File: src/rtl/icache_direct_pkg.sv
// Shared types and constants for the direct-mapped instruction cache.
// Holds the default geometry, the two-state refill FSM encoding and a
// saturating increment used by the optional ICACHE_PERF_CNT_EN counters.
package icache_direct_pkg;

  localparam int unsigned ICACHE_ADDR_W   = 32;
  localparam int unsigned ICACHE_DATA_W   = 32;
  localparam int unsigned ICACHE_INDEX_W  = 4;
  localparam int unsigned ICACHE_OFFSET_W = 2;
  localparam int unsigned ICACHE_WORDS    = 4;
  localparam int unsigned ICACHE_CNT_W    = 32;

  typedef enum logic {
    ICACHE_IDLE   = 1'b0,
    ICACHE_REFILL = 1'b1
  } icache_state_e;

  // Increment that sticks at all-ones instead of wrapping.
  function automatic logic [ICACHE_CNT_W-1:0] sat_inc(input logic [ICACHE_CNT_W-1:0] v);
    return (v == '1) ? v : v + 1'b1;
  endfunction

endpackage

File: src/rtl/icache_direct_tag_array.sv
// Valid/tag storage for the direct-mapped instruction cache.
// Ports:
//   clk, rst                   clock, async active-high reset (clears valid only)
//   lookup_index, lookup_tag   lookup address fields
//   hit_c                      combinational hit for the lookup fields
//   flush                      clears every valid bit at the edge
//   wr_en, wr_index, wr_tag    line write at end of a refill
//   wr_valid                   valid value stored with the written line
module icache_tag_array
  import icache_direct_pkg::*;
#(
  parameter int unsigned INDEX_W = ICACHE_INDEX_W,
  parameter int unsigned TAG_W   = ICACHE_ADDR_W - ICACHE_INDEX_W - 4
) (
  input  logic               clk,
  input  logic               rst,
  input  logic [INDEX_W-1:0] lookup_index,
  input  logic [TAG_W-1:0]   lookup_tag,
  output logic               hit_c,
  input  logic               flush,
  input  logic               wr_en,
  input  logic [INDEX_W-1:0] wr_index,
  input  logic [TAG_W-1:0]   wr_tag,
  input  logic               wr_valid
);

  localparam int unsigned LINES = 1 << INDEX_W;

  logic [LINES-1:0] valid_q, valid_d;
  logic [TAG_W-1:0] tag_q [LINES];
  logic [TAG_W-1:0] tag_d [LINES];

  // Lookup always sees the pre-edge valid bits, so a same-cycle flush does not hide a hit.
  assign hit_c = valid_q[lookup_index] && (tag_q[lookup_index] == lookup_tag);

  // Flush clears first; a completing line write then sets its own entry.
  always_comb begin
    valid_d = valid_q;
    if (flush) begin
      valid_d = '0;
    end
    if (wr_en) begin
      valid_d[wr_index] = wr_valid;
    end
  end

  always_comb begin
    tag_d = tag_q;
    if (wr_en) begin
      tag_d[wr_index] = wr_tag;
    end
  end

  always_ff @(posedge clk or posedge rst) begin
    if (rst) begin
      valid_q <= '0;
    end else begin
      valid_q <= valid_d;
    end
  end

  // Tags are qualified by valid, so they need no reset.
  always_ff @(posedge clk) begin
    tag_q <= tag_d;
  end

endmodule

File: src/rtl/icache_direct.sv
// Direct-mapped instruction cache between the core fetch port and a
// req/ack backing memory. Hits return data combinationally; misses stall
// and refill a 4-word line one word per ack.
// Ports:
//   clk, rst            clock, async active-high reset
//   rom_en, rom_addr    fetch request and byte address (bits [1:0] ignored)
//   rom_inst            fetched instruction (combinational)
//   inst_stall          fetch cannot be served this cycle (combinational)
//   inst_flush          one-cycle pulse invalidating all lines
//   mem_req, mem_addr   registered backing read request / word address
//   mem_ack, mem_rdata  backing read data valid / data
//   hit_cnt, miss_cnt   saturating perf counters, only with ICACHE_PERF_CNT_EN
module icache_direct
  import icache_direct_pkg::*;
#(
  parameter int unsigned ADDR_W         = ICACHE_ADDR_W,
  parameter int unsigned DATA_W         = ICACHE_DATA_W,
  parameter int unsigned INDEX_W        = ICACHE_INDEX_W,
  parameter int unsigned WORDS_PER_LINE = ICACHE_WORDS
) (
  input  logic              clk,
  input  logic              rst,
  input  logic              rom_en,
  input  logic [ADDR_W-1:0] rom_addr,
  output logic [DATA_W-1:0] rom_inst,
  output logic              inst_stall,
  input  logic              inst_flush,
  output logic              mem_req,
  output logic [ADDR_W-1:0] mem_addr,
  input  logic              mem_ack,
  input  logic [DATA_W-1:0] mem_rdata
`ifdef ICACHE_PERF_CNT_EN
  ,
  output logic [ICACHE_CNT_W-1:0] hit_cnt,
  output logic [ICACHE_CNT_W-1:0] miss_cnt
`endif
);

  localparam int unsigned LINE_W = ADDR_W - ICACHE_OFFSET_W - 2;
  localparam int unsigned TAG_W  = LINE_W - INDEX_W;
  localparam int unsigned LINES  = 1 << INDEX_W;
  localparam logic [ICACHE_OFFSET_W-1:0] LAST_WORD = ICACHE_OFFSET_W'(WORDS_PER_LINE - 1);

  // Fetch address split.
  logic [ICACHE_OFFSET_W-1:0] rd_off;
  logic [INDEX_W-1:0]         rd_index;
  logic [TAG_W-1:0]           rd_tag;
  logic                       unused_addr_bits;

  assign rd_off           = rom_addr[3:2];
  assign rd_index         = rom_addr[INDEX_W+3:4];
  assign rd_tag           = rom_addr[ADDR_W-1:INDEX_W+4];
  assign unused_addr_bits = ^rom_addr[1:0];

  icache_state_e              state_q, state_d;
  logic [ICACHE_OFFSET_W-1:0] cnt_q, cnt_d, cnt_inc;
  logic [LINE_W-1:0]          line_q, line_d;
  logic                       mem_req_q, mem_req_d;
  logic [ADDR_W-1:0]          mem_addr_q, mem_addr_d;
  logic                       discard_q, discard_d;
  logic [DATA_W-1:0]          data_q [LINES][WORDS_PER_LINE];
  logic [DATA_W-1:0]          data_d [LINES][WORDS_PER_LINE];

  logic               hit_c;
  logic               miss_start;
  logic               last_ack;
  logic [INDEX_W-1:0] wr_index;
  logic [TAG_W-1:0]   wr_tag;

  assign wr_index   = line_q[INDEX_W-1:0];
  assign wr_tag     = line_q[LINE_W-1:INDEX_W];
  assign cnt_inc    = cnt_q + 1'b1;
  assign miss_start = (state_q == ICACHE_IDLE) && rom_en && !hit_c;
  assign last_ack   = (state_q == ICACHE_REFILL) && mem_ack && (cnt_q == LAST_WORD);

  // A flush landing in the final ack cycle must also leave the line invalid.
  icache_tag_array #(
    .INDEX_W (INDEX_W),
    .TAG_W   (TAG_W)
  ) u_tag_array (
    .clk          (clk),
    .rst          (rst),
    .lookup_index (rd_index),
    .lookup_tag   (rd_tag),
    .hit_c        (hit_c),
    .flush        (inst_flush),
    .wr_en        (last_ack),
    .wr_index     (wr_index),
    .wr_tag       (wr_tag),
    .wr_valid     (!(discard_q || inst_flush))
  );

  // FSM state register.
  always_ff @(posedge clk or posedge rst) begin
    if (rst) begin
      state_q <= ICACHE_IDLE;
    end else begin
      state_q <= state_d;
    end
  end

  // FSM next state.
  always_comb begin
    state_d = state_q;
    unique case (state_q)
      ICACHE_IDLE:   if (miss_start) state_d = ICACHE_REFILL;
      ICACHE_REFILL: if (last_ack)   state_d = ICACHE_IDLE;
      default:       state_d = ICACHE_IDLE;
    endcase
  end

  // FSM outputs toward the core; forced to reset values while rst is high.
  always_comb begin
    rom_inst   = '0;
    inst_stall = 1'b0;
    if (!rst) begin
      unique case (state_q)
        ICACHE_IDLE: begin
          if (rom_en) begin
            if (hit_c) begin
              rom_inst = data_q[rd_index][rd_off];
            end else begin
              inst_stall = 1'b1;
            end
          end
        end
        ICACHE_REFILL: inst_stall = 1'b1;
        default: ;
      endcase
    end
  end

  // Refill datapath: line latch, word counter, memory request and data writes.
  always_comb begin
    cnt_d      = cnt_q;
    line_d     = line_q;
    mem_req_d  = mem_req_q;
    mem_addr_d = mem_addr_q;
    discard_d  = discard_q;
    data_d     = data_q;
    if (miss_start) begin
      line_d     = {rd_tag, rd_index};
      cnt_d      = '0;
      mem_req_d  = 1'b1;
      mem_addr_d = {rd_tag, rd_index, 4'b0000};
    end
    if (state_q == ICACHE_REFILL) begin
      if (inst_flush) begin
        discard_d = 1'b1;
      end
      if (mem_ack) begin
        data_d[wr_index][cnt_q] = mem_rdata;
        cnt_d = cnt_inc;
        if (cnt_q == LAST_WORD) begin
          mem_req_d = 1'b0;
          discard_d = 1'b0;
        end else begin
          mem_addr_d = {line_q, cnt_inc, 2'b00};
        end
      end
    end
  end

  always_ff @(posedge clk or posedge rst) begin
    if (rst) begin
      cnt_q      <= '0;
      line_q     <= '0;
      mem_req_q  <= 1'b0;
      mem_addr_q <= '0;
      discard_q  <= 1'b0;
    end else begin
      cnt_q      <= cnt_d;
      line_q     <= line_d;
      mem_req_q  <= mem_req_d;
      mem_addr_q <= mem_addr_d;
      discard_q  <= discard_d;
    end
  end

  // Instruction words are qualified by the tag array, so no reset.
  always_ff @(posedge clk) begin
    data_q <= data_d;
  end

  assign mem_req  = mem_req_q;
  assign mem_addr = mem_addr_q;

`ifdef ICACHE_PERF_CNT_EN
  logic [ICACHE_CNT_W-1:0] hit_cnt_q, hit_cnt_d;
  logic [ICACHE_CNT_W-1:0] miss_cnt_q, miss_cnt_d;

  // Flush wins over a same-cycle increment.
  always_comb begin
    hit_cnt_d  = hit_cnt_q;
    miss_cnt_d = miss_cnt_q;
    if (inst_flush) begin
      hit_cnt_d  = '0;
      miss_cnt_d = '0;
    end else begin
      if ((state_q == ICACHE_IDLE) && rom_en && hit_c) begin
        hit_cnt_d = sat_inc(hit_cnt_q);
      end
      if (miss_start) begin
        miss_cnt_d = sat_inc(miss_cnt_q);
      end
    end
  end

  always_ff @(posedge clk or posedge rst) begin
    if (rst) begin
      hit_cnt_q  <= '0;
      miss_cnt_q <= '0;
    end else begin
      hit_cnt_q  <= hit_cnt_d;
      miss_cnt_q <= miss_cnt_d;
    end
  end

  assign hit_cnt  = hit_cnt_q;
  assign miss_cnt = miss_cnt_q;
`endif

endmodule

File: config.mk
export PLATFORM = sky130hd
export DESIGN_NAME = icache_direct
export DESIGN_NICKNAME = d
export VERILOG_FILES = /design/src/rtl/icache_direct_pkg.sv /design/src/rtl/icache_direct_tag_array.sv /design/src/rtl/icache_direct.sv
export SDC_FILE = /design/constraint.sdc
export NUM_CORES = 2
export LEC_CHECK = 0
export ABC_AREA = 1
export CAP_MARGIN = 20
export CORE_ASPECT_RATIO = 0.6
export CORE_MARGIN = 2
export CORE_UTILIZATION = 45
export DETAILED_ROUTE_END_ITERATION = 6
export GPL_ROUTABILITY_DRIVEN = 0
export SKIP_CTS_REPAIR_TIMING = 1
export SLEW_MARGIN = 20
export SYNTH_ARGS = -nofsm -noshare
export SYNTH_HDL_FRONTEND = slang
export SYNTH_SLANG_ARGS = --single-unit
File: constraint.sdc
create_clock -name clk -period 5.6 [get_ports clk]
set_input_delay 1.68 -clock clk [delete_from_list [all_inputs] [get_ports clk]]
set_output_delay 1.68 -clock clk [all_outputs]
set_load 0.005 [all_outputs]
; ---- Yosys cells after proc, flatten, opt, wreduce, memory -nomap -nowiden
; Index checks and enable logic that the tools add are counted.
[word_totals]
regBits = 2513
out_inout_bits = 66
[classes]
n_addsub = 1
n_lt_le_gt_ge = 9
eq_ne = 2
muxes = 49
bitwise_logic = 5
reduce_logical = 12
[ops]
columns = cell, count
row1 = $bwmux W2048, 1
row2 = $bmux W128 S4, 1
row3 = $demux W128 S4, 1
row4 = $bwmux W384, 1
row5 = $mux W128, 3
row6 = $mux W32, 11
row7 = $bmux W24 S4, 1
row8 = $demux W24 S4, 1
row9 = $mux W24, 3
row10 = $bmux W32 S2, 1
row11 = $demux W32 S2, 1
row12 = $mux W16, 2
row13 = $eq A24 B24 Y1, 1
row14 = $bwmux W16, 1
row15 = $mux W1, 14
row16 = $ge A5 B5 Y1 const B, 2
row17 = $lt A4 B5 Y1 const B, 2
row18 = $not A4 Y5, 2
row19 = $logic_and A1 B1 Y1, 8
row20 = $ge A3 B3 Y1 const B, 2
row21 = $mux W2, 3
row22 = $not A2 Y3, 2
row23 = $lt A5 B1 Y1 const B, 1
row24 = $bmux W1 S4, 1
row25 = 10 further kinds, 12

; ---- Depth between registers and ports, before layout
[depth]
ltp_word = 12
depth_mapped = 22
depth_no_buf = 18

; ---- By module
; Synthesis repeated with hierarchy kept, for this count alone.
[unflattened]
hier_cells = 8764
hier_area_um2 = 102261.8
[by_module_without_submodules]
columns = mod, n_inst, cells_each, area_per_inst_um2
row1 = icache_direct, 1, 7121, 84982.8
row2 = icache_tag_array, 1, 1643, 17279.1

; ---- Least setup slack after synthesis
; No wires, ideal clock.
[synth_path]
path_kind = input -> output
from = input port rom_addr[5]
to = output port rom_inst[11]
t_arrival_ps = 3418
required_time_ps = 3920
path_slack_ps = 502
path_stages = 17
path_cell_list = buf_4 > inv_2 > buf_4 > buf_4 > nand3_1 > nand3_1 > nand3_1 > nand2_1 > nand2_1 > nand2_1 > nand2_1 > nor2_1 > nand3_2 > nor2_4 > inv_1 > clkbuf_1 > nor2_1
[synth_via]
elab_chain_cells = 11
[synth_rtl]
columns = item, line_no
row1 = start: declaration, icache_direct.sv:24  ; input logic [ADDR_W-1:0] rom_addr,
row2 = $not A4 Y5 (implied by the code), "icache_direct_tag_array.sv:34, icache_direct.sv:121"
row3 = $bmux W128 S4, icache_direct.sv:121  ; rom_inst = data_q[rd_index][rd_off];
row4 = $mux W128 (implied by the code) (2 in a row), icache_direct.sv:121
row5 = $bmux W32 S2, icache_direct.sv:121
row6 = $mux W32 (implied by the code) (2 in a row), icache_direct.sv:121
row7 = $mux W32 *, icache_direct.sv:120  ; if (hit_c) begin
row8 = $mux W32 *, icache_direct.sv:119  ; if (rom_en) begin
row9 = $mux W32 *, icache_direct.sv:117  ; unique case (state_q)
row10 = $mux W32 *, icache_direct.sv:116  ; if (!rst) begin
row11 = end: declaration, icache_direct.sv:25  ; output logic [DATA_W-1:0] rom_inst,
; Mark *: on every way between the ends. The rest lies on a longest branch, timed or not. The select of a mux whose other input is x is not followed.

; ---- Worst setup path after layout
[layout_path]
from = input port rom_addr[4]
to = output port rom_inst[5]
; Same word-level chain as after synthesis.

==> impl_metrics.csv <==
group,metric,value,unit
critical_path,crit_family,"buffers and inverters",
placement,hpwl,174900,um
placement,place.port_buffers,132,
final_layout,final_net_count,8602,
critical_path,cp-start-kind,"input pin",
placement,pre_cts_ws,-717.3,ps
status,violations,"negative setup slack",
critical_path,cp_slowest_cell,"clkdlybuf4s50_1",
global_route,grt_antenna_before_repair,7,
die,die-area,228200,um^2
logic_synthesis,synthArstFlopShare,0.03223,
cts,clock-sinks,2513,
logic_synthesis,ys.flop_type,"edfxtp_1",
die,dieHeight,370.8,um
sta,fin_ws,-610.5,ps
critical_path,crit_buf_inv,7,
critical_path,r2r_slack,2590,ps
routing,viasPerCell,5.784,
status,status,"finished with violations",
sta,tightest_slew,1118,ps
logic_synthesis,synth-seq-cells,2513,
routing,drt_pass1_iterations,5,
sta,slew_headroom,0.2547,
final_layout,syn2layout_area_growth,17.91,%
job,timing.max_cap.violations,0,
global_route,grt_overflow_total,0,
logic_synthesis,synth_adder_area_share,0.0004960,
die,die_x,615.3,um
critical_path,cp_common_cell,"nand3_1",
routing,post-route-drc-count,0,
cts,cts_tree,"built",
global_route,grt_pass1_vias,63642,
sta,max_freq,161.0,MHz
pwr,vdd_ir_drop_max,0.3109,mV
die,io_pins,135,
die,std_cell_rows,134,
logic_synthesis,syn_avg_cell_area,12.53,um^2
routing,via_count,67680,
pwr,p_leak,41.05,nW
logic_synthesis,synth_nets,8124,
logic_synthesis,netlist_instances,8051,
pwr,power.density,355.7,nW/um^2
hold_path,hold_path.class,"reg2reg",
critical_path,path_class,"in2out",
global_route,grt_start_max_net_pins,107,
cts,clockRootBuffer,"clkbuf_16",
critical_path,path_max_fanout,32,
sta,finalSetupViolations,33,
logic_synthesis,synthXorXnorAreaFrac,0,
sta,finalCriticalPeriod,6211,ps
sta,final_max_slew_viol_count,0,
critical_path,path_cells,"buf_16 -> buf_4 -> clkbuf_16 -> nand2_1 -> nand3_1 -> nand3_1 -> nand3_1 -> buf_4 -> nand3_1 -> nand2_1 -> nor2_1 -> nand2_2 -> nor2_2 -> nand2_2 -> nor2_4 -> inv_2 -> buf_12 -> nor2_1 -> clkdlybuf4s50_1",
cts,cts_made_buffers,230,
sta,finalCritPeriodShare,1.109,
final_layout,antennaDiodeCount,0,
cts,worstSkewPairLatency,910,ps
cts,clk_pin_slew,60,ps
critical_path,slowest_delay,520,ps
cts,h-tree-depth,4,
logic_synthesis,synth_simple_gate_area_frac,0.1429,
logic_synthesis,synth.area.mux_share,0,
logic_synthesis,ys_seq_area_frac,0.7439,
logic_synthesis,synth_top_family_by_area,"simple AND/OR/NAND/NOR gates",
global_route,grt_first_pass_wirelength,422200,um
global_route,track_usage,0.2470,
logic_synthesis,synth_edf_count,2432,
critical_path,endpoint_kind,"output pin",
cts,clock_path_buffers,4,
routing,wl_per_cell,24.96,um
die,core,222700,um^2
logic_synthesis,ys_types,36,
logic_synthesis,synth_compound_area_frac,0.08054,
critical_path,worstPathArrival,4530,ps
logic_synthesis,ys_warn_count,0,
routing,drtIter0Drc,8379,
sta,finalClockSkew,69.04,ps
sta,hold_slack,507.9,ps
critical_path,critical_path_required,3920,ps
routing,antenna_left,0,
sta,hold_violations,0,
die,start_util,0.4532,
routing,finalWirelength,292100,um
final_layout,drive_gt1_frac,0.1405,
logic_synthesis,netlist_area,100900,um^2
sta,rsz0062_at_grt,"yes",
==> layout by cell type, fill, tap and decap left out, drive strengths merged, types with 2 or more instances in the layout <==
cell type      count
edfxtp          2432
nand2           1707
nand3            887
nor2             743
buf              694
o21ai            605
clkbuf           301
a21oi            296
o221ai           247
inv              193
nor3             116
a311oi           116
clkinv           107
clkdlybuf4s50     85
dfrtp             81
bufinv            20
o211ai            15
a221o             13
a32o              10
or2               10
nand3b             7
a221oi             7
clkinvlp           5
dlymetal6s2s       5
ha                 4
o31ai              2
==> kinds of logic (layout without fill, tap and decap cells) <==
family / Yosys count / count (layout)
compound gates: 1313 / 1313
buf+inv: 751 / 1410
flops: 2513 / 2513
simple gates: 3470 / 3470
fa+ha+maj: 4 / 4
==> report_power, final <==
part	internal, mW	total, mW	switching, mW
clock network	8.57	15.5	6.89
logic	1.46	4.44	2.98
registers	21.7	22.4	0.685
total	31.8	42.3	10.6
==> sequential cells by signal (all words and copies together) (netlist names) <==
register	count
data_q	2048
u_tag_array.tag_q	384
mem_addr	32
line_q	28
u_tag_array.valid_q	16
cnt_q	2
discard_q	1
mem_req	1
state_q	1
==> tightest hold or removal path, cell delays in order, from the launching register on <==
cell and delay, ps:
dfrtp_1 370, nand2_1 60, nor2_1 40
==> cell usage after synthesis, types with 2 or more instances <==
cell type     n  area (um^2)
a21oi_1     296         1481
a221o_1      13        130.1
a221oi_1      7        61.31
a311oi_1    116         1016
a32o_1       10        100.1
buf_1        64        240.2
buf_2       117        585.6
buf_4        24        180.2
buf_6        24        270.3
clkbuf_1    329         1235
dfrtp_1      81         2027
edfxtp_1   2432        73030
ha_1          4        50.05
inv_1       187        701.9
inv_2         3        11.26
nand2_1    1707         6407
nand3_1     877         4389
nand3_2      10        100.1
nand3b_1      7        52.55
nor2_1      732         2748
nor2_2        9        56.30
nor2_4        2        22.52
nor3_1      116        580.6
o211ai_1     15        112.6
o21ai_0     591         2958
o21ai_1      14        70.07
o221ai_1    247         2163
o31ai_1       2        15.01
or2_1         4        25.02
or2_2         5        31.28
==> final timing paths <==
check / endpoint / cells after the start / from
worst max-delay path: rom_inst[5] / 19 / rom_addr[4]
worst min-delay path: mem_addr[0]$_DFF_PP0_ / 2 / mem_addr[0]$_DFF_PP0_
worst max register to register: data_q[1457]$_DFFE_PP_ / 6 / state_q$_DFF_PP0_
worst min register to register: mem_addr[0]$_DFF_PP0_ / 2 / mem_addr[0]$_DFF_PP0_
max in group asynchronous: mem_addr[20]$_DFF_PP0_ / 3 / rst
min in group asynchronous: state_q$_DFF_PP0_ / 2 / rst
==> through the flow <==
stage | utilization | total power, mW | area (um^2) | TNS, ps | cells
5_1_grt | 0.5343 | 43.68 | 119000 | -18460 | 11702
4_1_cts | 0.5290 | 42.40 | 117800 | -22680 | 11668
6_report | 0.5343 | 42.32 | 119000 | -15380 | 11702
3_3_place_gp | 0.4966 | 26.98 | 110600 | -20700 | 11255
2_1_floorplan | - | 24.57 | 100900 | 0 | 8051
3_5_place_dp | 0.4966 | 27.10 | 110600 | -22320 | 11255
==> cell type report <==
| cell class | count | area (um^2) |
|---|---|---|
| inverter | 192 | 764.5 |
| fill | 18419 | 103700 |
| sequential | 2513 | 75060 |
| clock inverter | 132 | 1139 |
| tap | 2992 | 3744 |
| timing repair inverter | 1 | 11.26 |
| timing repair buffer | 804 | 8582 |
| multi-input combinational | 4787 | 23610 |
| clock buffer | 281 | 6071 |
==> layer usage <==
metal / vias up / wire length, um / track usage / part of all wire
met1: 33835 / 130500 / 0.3816 / 0.45
met4: 8 / 6649 / 0.05870 / 0.023
met2: 3086 / 127400 / 0.3653 / 0.44
met5: - / 48 / 0 / 0.00016
li1: 30345 / - / - / -
met3: 406 / 27470 / 0.03998 / 0.094
(Power assumes the default switching activity.)
